===== src/rtl/hls_deadlock_monitor_param_if.sv =====
// Monitor bundle: per-channel blocked/idle inputs, threshold/clear controls and the registered deadlock report.
interface hls_deadlock_monitor_param_if #(
    parameter int N_CHAN = 6,
    parameter int CNT_W  = 16
);
    logic [N_CHAN-1:0] axis_block_sigs;
    logic [N_CHAN-1:0] inst_idle_sigs;
    logic [CNT_W-1:0]  threshold;
    logic              clear;
    logic              block;
    logic [N_CHAN-1:0] axis_block_info;
    logic [4:0]        first_idx;
    logic [CNT_W-1:0]  block_cycles;

    modport master (
        output axis_block_sigs, inst_idle_sigs, threshold, clear,
        input  block, axis_block_info, first_idx, block_cycles
    );

    modport slave (
        input  axis_block_sigs, inst_idle_sigs, threshold, clear,
        output block, axis_block_info, first_idx, block_cycles
    );
endinterface


===== src/rtl/hls_deadlock_monitor_param.sv =====
// HLS deadlock monitor: flags blocked AXIS channels after threshold consecutive raw-block cycles.
// Latency: block rises T edges after raw_block goes high; passive observer, applies no backpressure.
module hls_deadlock_monitor_param #(
    parameter int                N_CHAN   = 6,
    parameter logic [N_CHAN-1:0] PAR_MASK = N_CHAN'(6'b000110),
    parameter int                CNT_W    = 16,
    parameter bit                STICKY   = 1'b0
) (
    input  logic                        clock,
    input  logic                        reset,
    hls_deadlock_monitor_param_if.slave mon
);
    localparam logic [1:0] ST_IDLE    = 2'd0;
    localparam logic [1:0] ST_SUSPECT = 2'd1;
    localparam logic [1:0] ST_BLOCKED = 2'd2;

    // Channel 0 is the current instance axis and never joins the parallel group.
    localparam logic [N_CHAN-1:0] PAR_EFF = PAR_MASK & ~{{(N_CHAN-1){1'b0}}, 1'b1};

    logic [1:0]        state;
    logic [CNT_W-1:0]  cnt;
    logic [N_CHAN-1:0] info_q;
    logic [4:0]        fidx_q;
    logic [CNT_W-1:0]  bc_q;

    logic [N_CHAN-1:0] chan_term;
    logic              raw_block;
    logic [4:0]        fidx_nxt;
    logic [CNT_W-1:0]  thr_eff;
    logic [CNT_W:0]    cnt_p1;
    logic [CNT_W:0]    bc_p1;
    logic [CNT_W-1:0]  cnt_sat;
    logic [CNT_W-1:0]  bc_sat;
    logic              reach;

    // A parallel channel only counts as blocked when every sibling is also blocked or idle.
    always_comb begin
        chan_term = '0;
        for (int i = 0; i < N_CHAN; i++) begin
            chan_term[i] = mon.axis_block_sigs[i];
            if (PAR_EFF[i]) begin
                for (int j = 1; j < N_CHAN; j++) begin
                    if (PAR_EFF[j] && (j != i))
                        chan_term[i] = chan_term[i] & (mon.axis_block_sigs[j] | mon.inst_idle_sigs[j]);
                end
            end
        end
    end
    assign raw_block = |chan_term;

    always_comb begin
        fidx_nxt = 5'd0;
        for (int i = N_CHAN - 1; i >= 0; i--) begin
            if (mon.axis_block_sigs[i]) fidx_nxt = 5'(i);
        end
    end

    assign thr_eff = (mon.threshold == '0) ? CNT_W'(1) : mon.threshold;
    assign cnt_p1  = {1'b0, cnt} + {{CNT_W{1'b0}}, 1'b1};
    assign bc_p1   = {1'b0, bc_q} + {{CNT_W{1'b0}}, 1'b1};
    assign cnt_sat = cnt_p1[CNT_W] ? cnt : cnt_p1[CNT_W-1:0];
    assign bc_sat  = bc_p1[CNT_W] ? bc_q : bc_p1[CNT_W-1:0];
    assign reach   = (cnt_p1 >= {1'b0, thr_eff});

    always_ff @(posedge clock) begin
        if (!reset) begin
            state  <= ST_IDLE;
            cnt    <= '0;
            info_q <= '0;
            fidx_q <= '0;
            bc_q   <= '0;
        end else if (mon.clear) begin
            state  <= ST_IDLE;
            cnt    <= '0;
            info_q <= '0;
            fidx_q <= '0;
            bc_q   <= '0;
        end else begin
            case (state)
                ST_IDLE, ST_SUSPECT: begin
                    if (!raw_block) begin
                        state <= ST_IDLE;
                        cnt   <= '0;
                    end else begin
                        // From IDLE cnt is 0, so cnt+1 is the first counted cycle.
                        cnt <= (state == ST_IDLE) ? CNT_W'(1) : cnt_sat;
                        if ((state == ST_IDLE) ? (thr_eff == CNT_W'(1)) : reach) begin
                            state  <= ST_BLOCKED;
                            info_q <= mon.axis_block_sigs;
                            fidx_q <= fidx_nxt;
                            bc_q   <= CNT_W'(1);
                        end else begin
                            state <= ST_SUSPECT;
                        end
                    end
                end
                ST_BLOCKED: begin
                    if (!STICKY && !raw_block) begin
                        state  <= ST_IDLE;
                        cnt    <= '0;
                        info_q <= '0;
                        fidx_q <= '0;
                        bc_q   <= '0;
                    end else begin
                        bc_q <= bc_sat;
                    end
                end
                default: begin
                    state <= ST_IDLE;
                    cnt   <= '0;
                end
            endcase
        end
    end

    assign mon.block           = (state == ST_BLOCKED);
    assign mon.axis_block_info = mon.block ? info_q : '0;
    assign mon.first_idx       = mon.block ? fidx_q : 5'd0;
    assign mon.block_cycles    = mon.block ? bc_q : '0;
endmodule

===== src/flat_wrapper.sv =====
// flat-port wrapper written by rule: the top's interface ports become plain ports
module hls_deadlock_monitor_param_flat 
#(
    parameter int                N_CHAN   = 6,
    parameter logic [N_CHAN-1:0] PAR_MASK = N_CHAN'(6'b000110),
    parameter int                CNT_W    = 16,
    parameter bit                STICKY   = 1'b0
)
  (clock, reset, mon_axis_block_sigs, mon_inst_idle_sigs, mon_threshold, mon_clear, mon_block, mon_axis_block_info, mon_first_idx, mon_block_cycles);
  hls_deadlock_monitor_param_if #(.N_CHAN(N_CHAN), .CNT_W(CNT_W)) mon_i ();
  input  logic clock;
  input  logic reset;
  input wire logic [$bits(mon_i.axis_block_sigs)-1:0] mon_axis_block_sigs;
  input wire logic [$bits(mon_i.inst_idle_sigs)-1:0] mon_inst_idle_sigs;
  input wire logic [$bits(mon_i.threshold)-1:0] mon_threshold;
  input wire logic [$bits(mon_i.clear)-1:0] mon_clear;
  output wire logic [$bits(mon_i.block)-1:0] mon_block;
  output wire logic [$bits(mon_i.axis_block_info)-1:0] mon_axis_block_info;
  output wire logic [$bits(mon_i.first_idx)-1:0] mon_first_idx;
  output wire logic [$bits(mon_i.block_cycles)-1:0] mon_block_cycles;
  assign mon_i.axis_block_sigs = mon_axis_block_sigs;
  assign mon_i.inst_idle_sigs = mon_inst_idle_sigs;
  assign mon_i.threshold = mon_threshold;
  assign mon_i.clear = mon_clear;
  assign mon_block = mon_i.block;
  assign mon_axis_block_info = mon_i.axis_block_info;
  assign mon_first_idx = mon_i.first_idx;
  assign mon_block_cycles = mon_i.block_cycles;
  hls_deadlock_monitor_param #(.N_CHAN(N_CHAN), .PAR_MASK(PAR_MASK), .CNT_W(CNT_W), .STICKY(STICKY)) u_core (.clock(clock), .reset(reset), .mon(mon_i));
endmodule

===== config.mk =====
export PLATFORM = sky130hd
export DESIGN_NAME = hls_deadlock_monitor_param_flat
export DESIGN_NICKNAME = d
export VERILOG_FILES = /design/src/rtl/hls_deadlock_monitor_param_if.sv /design/src/rtl/hls_deadlock_monitor_param.sv /design/src/flat_wrapper.sv
export SDC_FILE = /design/constraint.sdc
export NUM_CORES = 1
export LEC_CHECK = 0
export ABC_AREA = 1
export BUFFER_PORTS_ARGS = -buffer_cell sky130_fd_sc_hd__buf_2
export CAP_MARGIN = 20
export CORE_ASPECT_RATIO = 0.8
export CORE_UTILIZATION = 45
export DETAILED_ROUTE_END_ITERATION = 6
export PLACE_DENSITY = 0.78
export RECOVER_POWER = 50
export SETUP_SLACK_MARGIN = 0.15
export SYNTH_ARGS = -nofsm -noshare
export SYNTH_HDL_FRONTEND = slang
export SYNTH_SLANG_ARGS = --single-unit

===== constraint.sdc =====
create_clock -name clock -period 4 [get_ports clock]
set_input_delay 0 -clock clock [delete_from_list [all_inputs] [get_ports clock]]
set_output_delay 0 -clock clock [all_outputs]
set_load 0.01 [all_outputs]

# Word-level counts from Yosys, hierarchy flattened
# Cells that the tools add are included.
# W data, S select, Z words.
# op_classes
add_sub_neg	2
magnitude_cmp	1
eq_ne	8
muxes	33
bitwise_logic	5
reduce_logical	9
# ops
operator	n
$mux W16	10
$pmux W16 S2	2
$mux W5	9
$add A16 B1 Y17 const B	2
$mux W6	4
$ge A17 B16 Y1	1
$eq A16 B1 Y1 const B	1
$logic_not A16 Y1	1
$pmux W6 S2	1
$pmux W5 S2	1
$reduce_and A4 Y1	2
$mux W2	3
$reduce_or A6 Y1	1
$ne A2 B1 Y1 const B	2
$ne A4 B4 Y1 const B	1
$pmux W2 S2	1
$reduce_or A2 Y1	2
$mux W3	1
$ne A3 B3 Y1 const B	1
$and A1 B1 Y1	2
$eq A2 B1 Y1 const B	1
$eq A2 B2 Y1 const B	1
$logic_not A2 Y1	1
$ne A2 B2 Y1 const B	1
5 further kinds	6
# totals
regBits	45
in_bits	31
out_inout_bits	28
wordCells	63

# Depth between registers and ports, before layout
# Gate-level depths: netlist (run 1).
# depth
word_depth	9
ltp_mapped	24
mapped_depth_nobuf	23

# Worst setup path after synthesis (run 1)
# OpenSTA, ideal clock, no wires.
# synth_timing
kind	reg-to-reg
start	register u_core.cnt[2]
end	register u_core.fidx_q[1]
setup_ns	0.132
arrival_ns	2.544
required_ns	3.868
slack_ns	1.323
path_stages_with_launch	22
n_path_buf	1
period_less_slack_ns	2.677
cell_sequence	dfxtp_1 nand2_1 nor2_1 nand2_1 nor2_1 nand2_1 nor2_1 nand4_1 xor2_1 ha_1 nand2_1 nor2_1 nand2_1 o21ai_0 nor2_1 nand3_2 nand2_2 nand2_4 buf_4 nand2_2 nand2_1 a21oi_1
# synth_via
elab_chain_len	5
# synth_rtl
element	line_no	rtl
from (decl)	hls_deadlock_monitor_param.sv:21	logic [CNT_W-1:0] cnt;
from (signal assigned)	hls_deadlock_monitor_param.sv:86	cnt <= (state == ST_IDLE) ? CNT_W'(1) : cnt_sat;
$add A16 B1 Y17	hls_deadlock_monitor_param.sv:59	assign cnt_p1 = {1'b0, cnt} + {{CNT_W{1'b0}}, 1'b1};
$ge A17 B16 Y1	hls_deadlock_monitor_param.sv:63	assign reach = (cnt_p1 >= {1'b0, thr_eff});
$mux W1	hls_deadlock_monitor_param.sv:87	if ((state == ST_IDLE) ? (thr_eff == CNT_W'(1)) : reach) begin
$ne A2 B1 Y1 (no line)	--	
$reduce_and A4 Y1 (no line)	--	
to (signal assigned)	hls_deadlock_monitor_param.sv:90	fidx_q <= fidx_nxt;
to (decl)	hls_deadlock_monitor_param.sv:23	logic [4:0] fidx_q;
# Every way passes these cells.
# A chain may end at the register's enable or synchronous reset.

# Worst setup path after layout (run 1)
# layout_timing
start	register u_core.cnt[0]
end	register u_core.bc_q[6]
# layout_via
elab_chain_len	5
# layout_rtl
element	line_no	rtl
$add A16 B1 Y17	hls_deadlock_monitor_param.sv:59	
$ge A17 B16 Y1	hls_deadlock_monitor_param.sv:63	
$mux W1	hls_deadlock_monitor_param.sv:87	
$ne A2 B1 Y1 (no line)	--	
$reduce_and A4 Y1 (no line)	--	
to (signal assigned)	hls_deadlock_monitor_param.sv:105	bc_q <= bc_sat;
to (decl)	hls_deadlock_monitor_param.sv:24	logic [CNT_W-1:0] bc_q;
# Every way passes these cells.

==> impl_metrics.py, run 1 <==
metrics = {
    "run_status": {
        "run_status": "finished, final reports clean",
    },
    "cts": {
        "ctsHtreeMaxLevel": 2,
        "clk_pin_slew_ns": 0.08,
        "cts_max_path_buffers": 2,
        "cts_tree": "done",
        "clk-insertion-delay-late_ns": 0.30,
        "cts_sinks": 43,
        "clockRootBuffer": "clkbuf_8",
        "cts_setup_buffers": 0,
        "ctsResizeCount": 0,
        "holdBufCountCts": 3,
        "cts_buffers": 5,
    },
    "finish": {
        "num-nets-final": 601,
        "multi_input_area_mm2": 0.00184,
        "fin_util_pct": 53.8,
        "ff_latch_area_um2": 861,
        "fillers": 670,
        "final-instance-count-excl-fill": 637,
        "area_growth_pct": 12.4,
        "drive_above_1_share_pct": 10.1,
        "num_antenna_cells": 0,
    },
    "synth": {
        "yosysUniqueCellTypes": 38,
        "synth-seq-cells": 43,
        "synthCells": 501,
        "syn_area_mm2": 0.00315,
        "syn_area_per_cell_um2": 6.28,
        "async_flop_share_pct": 0,
        "synth_top_flop_cell": "dfxtp_1",
        "synth-edff-count": 0,
        "yosysWarnings": 0,
        "seq_area_frac_synth_pct": 27.4,
    },
    "global_routing": {
        "track_usage_pct": 22.8,
        "gr-total-overflow": 0,
        "grt_pass1_vias": 3240,
        "grt_start_max_net_pins": 31,
        "busiest_layer": "met2",
        "grt_use_met3_pct": 4.27,
        "gr-usage-met2_pct": 38.7,
        "antenna_found_initial": 0,
        "grtUsageMet1_pct": 28.8,
        "grt_pass1_wl_um": 13700,
    },
    "floorplanning": {
        "initial_core_util_pct": 47.9,
        "rows": 26,
        "die_x_um": 95.5,
        "core_area_mm2": 0.00657,
        "die_h_um": 76.8,
        "ios": 59,
        "die-area_mm2": 0.00733,
    },
    "worst_setup_path": {
        "r2r_cells": 20,
        "startpoint_type": "register",
        "critPathKind": "register to register",
        "crit_fanout": 21,
        "required_ns": 4.15,
        "cp.arrival_ns": 3.46,
        "endpoint_kind": "register",
    },
    "route": {
        "drc": 0,
        "viasPerCell": 5.21,
        "drt_iter0_drc": 220,
        "vias": 3318,
        "wire_per_inst_um": 12.0,
        "first_pass_iters": 5,
        "wl_um": 7630,
        "antenna_left": 0,
    },
    "hold_path": {
        "hold_path.class": "input pin to register",
        "min_path_cells": 3,
    },
    "power_and_ir_drop": {
        "intPower_uw": 611,
        "p_clk_share_pct": 38.5,
        "seqPwrFrac_pct": 53.5,
        "power_switching_uw": 196,
        "leakage_uw": 0.00154,
        "power_frac_comb_pct": 8.1,
        "ir_drop_mv": 0.113,
        "switching_share_pct": 24.3,
        "powerDensity_mw_per_mm2": 228,
    },
    "job": {
        "maxCapViolCount": 0,
    },
    "sta": {
        "hold_viol": 0,
        "setup_tns_ns": 0,
        "max_slew_margin_pct": 41.4,
        "setup_viol": 0,
        "slew_violations": 0,
        "rsz0062_at_grt": "false",
        "clock_skew_ns": 0.00651,
        "max_freq_mhz": 302,
        "worst_slew_pin_slew_ns": 0.877,
        "fin_crit_ns": 3.31,
        "period_share_pct": 82.7,
    },
    "placed_design": {
        "io_buffers": 52,
        "hpwl_um": 5820,
        "dp.cells": 626,
        "place_congestion": 0.862,
    },
}
## worst paths after layout
kind                                              from                to  slack, ns
worst max register to register           u_core.cnt[0]    u_core.bc_q[6]       0.69
worst min register to register        u_core.info_q[3]  u_core.info_q[3]       0.47
worst min-delay path            mon_axis_block_sigs[4]  u_core.info_q[4]      0.006
worst max-delay path                     u_core.cnt[0]    u_core.bc_q[6]       0.69
## critical path, cell delays in order (launching register included)
cell and delay (ns):
dfxtp_1 0.47, nand2_1 0.08, nor2_1 0.19, nand2_1 0.08, nor2_1 0.17, nand2_1 0.16, nor2_1 0.16, nand4_1 0.11
xor2_1 0.19, ha_1 0.33, nand2_1 0.06, nor2_1 0.10, nand2_1 0.06, o21ai_0 0.14, nor2_1 0.07, nand3_2 0.07
nand2_2 0.06, nand2_4 0.22, nand3_4 0.25, nand2_1 0.13, a21oi_1 0.07
## metrics by stage
stage,setup WS (ns),power (uW),instance area [um^2],hold WS [ns]
finish,0.692,807,3530,0.00553
global route,0.276,842,3530,0.00607
CTS,0.736,811,3580,0.00341
detailed placement,0.751,504,3450,0.300
global placement,0.845,501,3450,0.304
floorplan,1.32,478,3150,0.163
## cell type report
| type | count | area share, % |
|---|---|---|
| Multi-Input combinational cell | 350 | 52.0 |
| Sequential cell | 43 | 24.4 |
| Inverter | 96 | 10.2 |
| Timing Repair Buffer | 56 | 7.54 |
| Tap cell | 84 | 2.97 |
| Clock buffer | 7 | 2.73 |
| Clock inverter | 1 | 0.212 |
## cells by family after synthesis
group	after synthesis	synth area share (%)
AOI/OAI and AO/OA	60	10.7
xor gates and xnor gates	14	3.90
adders and majority gates	18	7.16
buffers and inverters	109	13.8
DFF	43	27.4
other	1	0.119
and+or+nand+nor	256	37.0
## cell usage in the layout, fill, tap and decap left out, drive strengths merged, types with 12 or more instances in the layout
cell type    n
nand2      115
inv         95
nor2        81
dfxtp       43
a21oi       32
clkbuf      32
buf         28
nand4       23
nand3       21
ha          18
o21ai       14
xor2        12
## flip-flops by register name (all words and copies together), names as in the netlist
name / cells
u_core.cnt: 16
u_core.bc_q: 16
u_core.fidx_q: 3
u_core.state: 2
u_core.info_q: 6
## cell usage after synthesis (7+ instances only)
cell,number,share of area (%)
nand2_1,106,13
inv_1,91,11
nor2_1,76,9.1
dfxtp_1,43,27
a21oi_1,30,4.8
nand4_1,22,4.4
ha_1,18,7.2
nand3_1,18,2.9
o21ai_0,14,2.2
xor2_1,12,3.3
nor3_1,11,1.8
nand2_2,7,1.4
## power by group through the flow
stage | clock network (uW) | logic, uW | registers [uW]
after CTS | 315 | 64.5 | 431
final | 310 | 65.0 | 431
after global placement | 0 | 59.5 | 441
after detailed placement | 0 | 62.0 | 442
after global routing | 336 | 74.6 | 432
after floorplan | 0 | 37.3 | 441
## per-layer routing
layer / up-vias / part of all wire [%]
li1: 1676 / -
met1: 1498 / 46
met2: 127 / 46
met3: 17 / 6.7
met4: 0 / 1.6
met5: - / 0
No activity file was read; power rests on OpenSTA's default activity.
==> run 2, diff against run 1 <==
--- a/config.mk
+++ b/config.mk
@@ -5,7 +5,7 @@
 export SDC_FILE = /design/constraint.sdc
 export NUM_CORES = 1
 export LEC_CHECK = 0
-export ABC_AREA = 1
+export ABC_AREA = 0
 export BUFFER_PORTS_ARGS = -buffer_cell sky130_fd_sc_hd__buf_2
 export CAP_MARGIN = 20
 export CORE_ASPECT_RATIO = 0.8
==> constraint.sdc (replaced) <==
create_clock -name clock -period 3.2 [get_ports clock]
set_input_delay 0 -clock clock [delete_from_list [all_inputs] [get_ports clock]]
set_output_delay 0 -clock clock [all_outputs]
set_load 0.01 [all_outputs]
==> run 2 against run 1 <==
Against the previous run:
- core utilization up 2.4 points
- combinational power up 28%
- fmax up 13%
- critical endpoint is now u_core.fidx_q[0]
- first-iteration DRC count up 22%
- critical path type unchanged
- sequential share of layout area down 0.27 points
- register-to-register slack worse by 0.41 ns
- synthesized cell count down 23%
==> impl_metrics.py, run 2 <==
metrics = {
    "placed_design": {
        "dp.cells": 521,
        "place_congestion": 0.856,
        "io_buffers": 52,
        "dpl_cell_area_mm2": 0.00339,
        "hpwl_um": 5520,
    },
    "floorplanning": {
        "die_h_um": 75.0,
        "rows": 26,
        "die_x_um": 93.2,
        "core_area_mm2": 0.00641,
        "ios": 59,
        "die-area_mm2": 0.00699,
        "initial_core_util_pct": 46.7,
    },
    "cts": {
        "cts_max_path_buffers": 2,
        "ctsHtreeMaxLevel": 2,
        "cts_sinks": 43,
        "clockRootBuffer": "clkbuf_8",
        "cts_buffers": 5,
        "clk_pin_slew_ns": 0.08,
        "cts_tree": "done",
        "clk-insertion-delay-late_ns": 0.30,
    },
    "route": {
        "wl_met3_um": 403,
        "vias": 3053,
        "first_pass_iters": 5,
        "wire_per_inst_um": 14.3,
        "wl_met2_um": 3570,
        "viasPerCell": 5.71,
        "wl_um": 7660,
        "drc": 0,
        "highest_layer": "met4",
        "drt_iter0_drc": 269,
        "wl_met1_um": 3600,
        "antenna_left": 0,
    },
    "finish": {
        "final_common_cell": "nand2_1",
        "final-instance-count-excl-fill": 535,
        "fin_area_mm2": 0.00360,
        "num_antenna_cells": 0,
        "final_cell_mix": "nand2_1 (43), dfxtp_1 (38), buf_2 (37)",
        "area_growth_pct": 20.2,
        "fin_util_pct": 56.2,
        "num-nets-final": 499,
        "drive_above_1_share_pct": 20.6,
        "largestRegisters": "u_core.bc_q: 16 flops, u_core.cnt: 16 flops, u_core.info_q: 6 flops",
    },
    "power_and_ir_drop": {
        "leakage_uw": 0.00147,
        "powerDensity_mw_per_mm2": 269,
        "totalPowerFinal_uw": 968,
        "ir_drop_mv": 0.239,
    },
    "sta": {
        "max_slew_margin_pct": 37.6,
        "fin_crit_ns": 2.92,
        "hold_viol": 0,
        "setup_viol": 0,
        "max_freq_mhz": 342,
        "period_share_pct": 91.3,
        "clock_skew_ns": 0.0106,
        "worst_slew_pin_slew_ns": 0.936,
        "slew_violations": 0,
        "rsz0062_at_grt": "true",
        "setup_tns_ns": 0,
    },
    "worst_setup_path": {
        "reg2reg_to": "u_core.fidx_q[0]",
        "ff2ff_setup_slack_ns": 0.28,
        "cp.arrival_ns": 3.11,
        "endpoint_kind": "register",
        "reg2reg_from": "u_core.cnt[1]",
        "critPathKind": "register to register",
        "startpoint_type": "register",
        "crit_fanout": 4,
        "r2r_cells": 14,
        "required_ns": 3.39,
    },
    "synth": {
        "yosys.area.top_type": "dfxtp_1",
        "ys_top_cells_by_count": "dfxtp_1 (43), nand2_1 (43), nor2_1 (29)",
        "synth-edff-count": 0,
        "synthCells": 385,
        "synth-seq-cells": 43,
        "yosysTopAreaCellShare_pct": 28.7,
        "syn_area_per_cell_um2": 7.78,
        "syn_area_mm2": 0.00300,
        "yosysWarnings": 0,
        "synthTopCellsByArea": "dfxtp_1 (29%), ha_1 (7.5%), nand2_1 (5.4%)",
        "synth_top_flop_cell": "dfxtp_1",
        "yosysUniqueCellTypes": 53,
        "async_flop_share_pct": 0,
        "seq_area_frac_synth_pct": 28.7,
    },
    "global_routing": {
        "grt_pass1_vias": 2747,
        "gr-total-overflow": 0,
        "grt_pass1_wl_um": 12500,
        "antenna_found_initial": 0,
        "track_usage_pct": 22.2,
        "grt_start_max_net_pins": 29,
    },
    "job": {
        "maxCapViolCount": 0,
    },
    "hold_path": {
        "min_path_cells": 3,
        "hold_path.class": "input pin to register",
        "hold_start": "mon_axis_block_sigs[0]",
        "whs_endpoint": "u_core.info_q[0]",
    },
    "run_status": {
        "run_status": "finished, final reports clean",
    },
}
[run 2: worst max-delay path by stage]
stage / slack [ns] / end / startpoint
after floorplan: 0.16 / u_core.bc_q[7] / u_core.cnt[0]
after global placement: 0.08 / u_core.bc_q[3] / u_core.cnt[0]
after detailed placement: -0.05 / u_core.bc_q[3] / u_core.cnt[1]
after CTS: 0.16 / u_core.info_q[5] / u_core.cnt[1]
after global routing: 0.1 / u_core.info_q[5] / u_core.cnt[1]
final: 0.28 / u_core.fidx_q[0] / u_core.cnt[1]
[run 2: timing repair]
item / in CTS / in global routing
endpoints found under the hold margin: 3 / 0
resized for setup: 4 / 25
hold buffers: 3 / 0
setup buffers: 0 / 2
cloned: 0 / 1
endpoints found under the setup margin: 23 / 25
pin swaps: 0 / 10
[run 2: where the power goes]
group	switching [uW]	leakage (uW)	internal, uW
logic	48.8	0.00107	34.5
clock network	196	0.0000477	150
registers	3.27	0.000349	536
[run 2: routing by layer]
| layer | up-vias | GRT usage (%) |
|---|---|---|
| met3 | 11 | 3.64 |
| met5 | - | 0 |
| met4 | 0 | 7.01 |
| met1 | 1450 | 29.2 |
| li1 | 1504 | - |
| met2 | 88 | 38.0 |
[run 2: layout make-up]
type / instances / area (um^2)
Inverter: 22 / 82.6
Timing Repair Buffer: 76 / 433
Multi-Input combinational cell: 302 / 2030
Clock buffer: 5 / 68.8
Clock inverter: 3 / 15.0
Fill cell: 593 / 2810
Tap cell: 84 / 105
Sequential cell: 43 / 867
[run 2: worst max-delay path, cell delays in order (launching register included)]
cell and delay, ns:
dfxtp_1 0.38, ha_1 0.23, nand3_4 0.10, nor2_4 0.13, and2_4 0.17, xor2_1 0.15
ha_1 0.26, a21o_1 0.17, a21o_1 0.17, a211oi_2 0.31, o22ai_4 0.11, buf_6 0.14
o21bai_2 0.19, buf_4 0.18, mux2i_1 0.11
[run 2: kinds of logic (layout without fill, tap and decap cells)]
| kind of cell | count (synthesis) | count (layout) | synth area share [%] |
|---|---|---|---|
| AOI/OAI and AO/OA | 89 | 89 | 19.5 |
| xor gates and xnor gates | 15 | 15 | 4.39 |
| adders and majority gates | 18 | 18 | 7.52 |
| buffers and inverters | 41 | 106 | 6.35 |
| DFF | 43 | 43 | 28.7 |
| muxes | 11 | 11 | 3.72 |
| other | 1 | 2 | 0.125 |
| and+or+nand+nor | 167 | 167 | 29.7 |
[run 2: per-stage QoR]
stage / hold WS [ns] / setup WS [ns]
CTS: 0.00382 / 0.159
global placement: 0.288 / 0.0770
detailed placement: 0.306 / -0.0509
finish: 0.00578 / 0.279
floorplan: 0.142 / 0.156
global route: 0.0352 / 0.0973
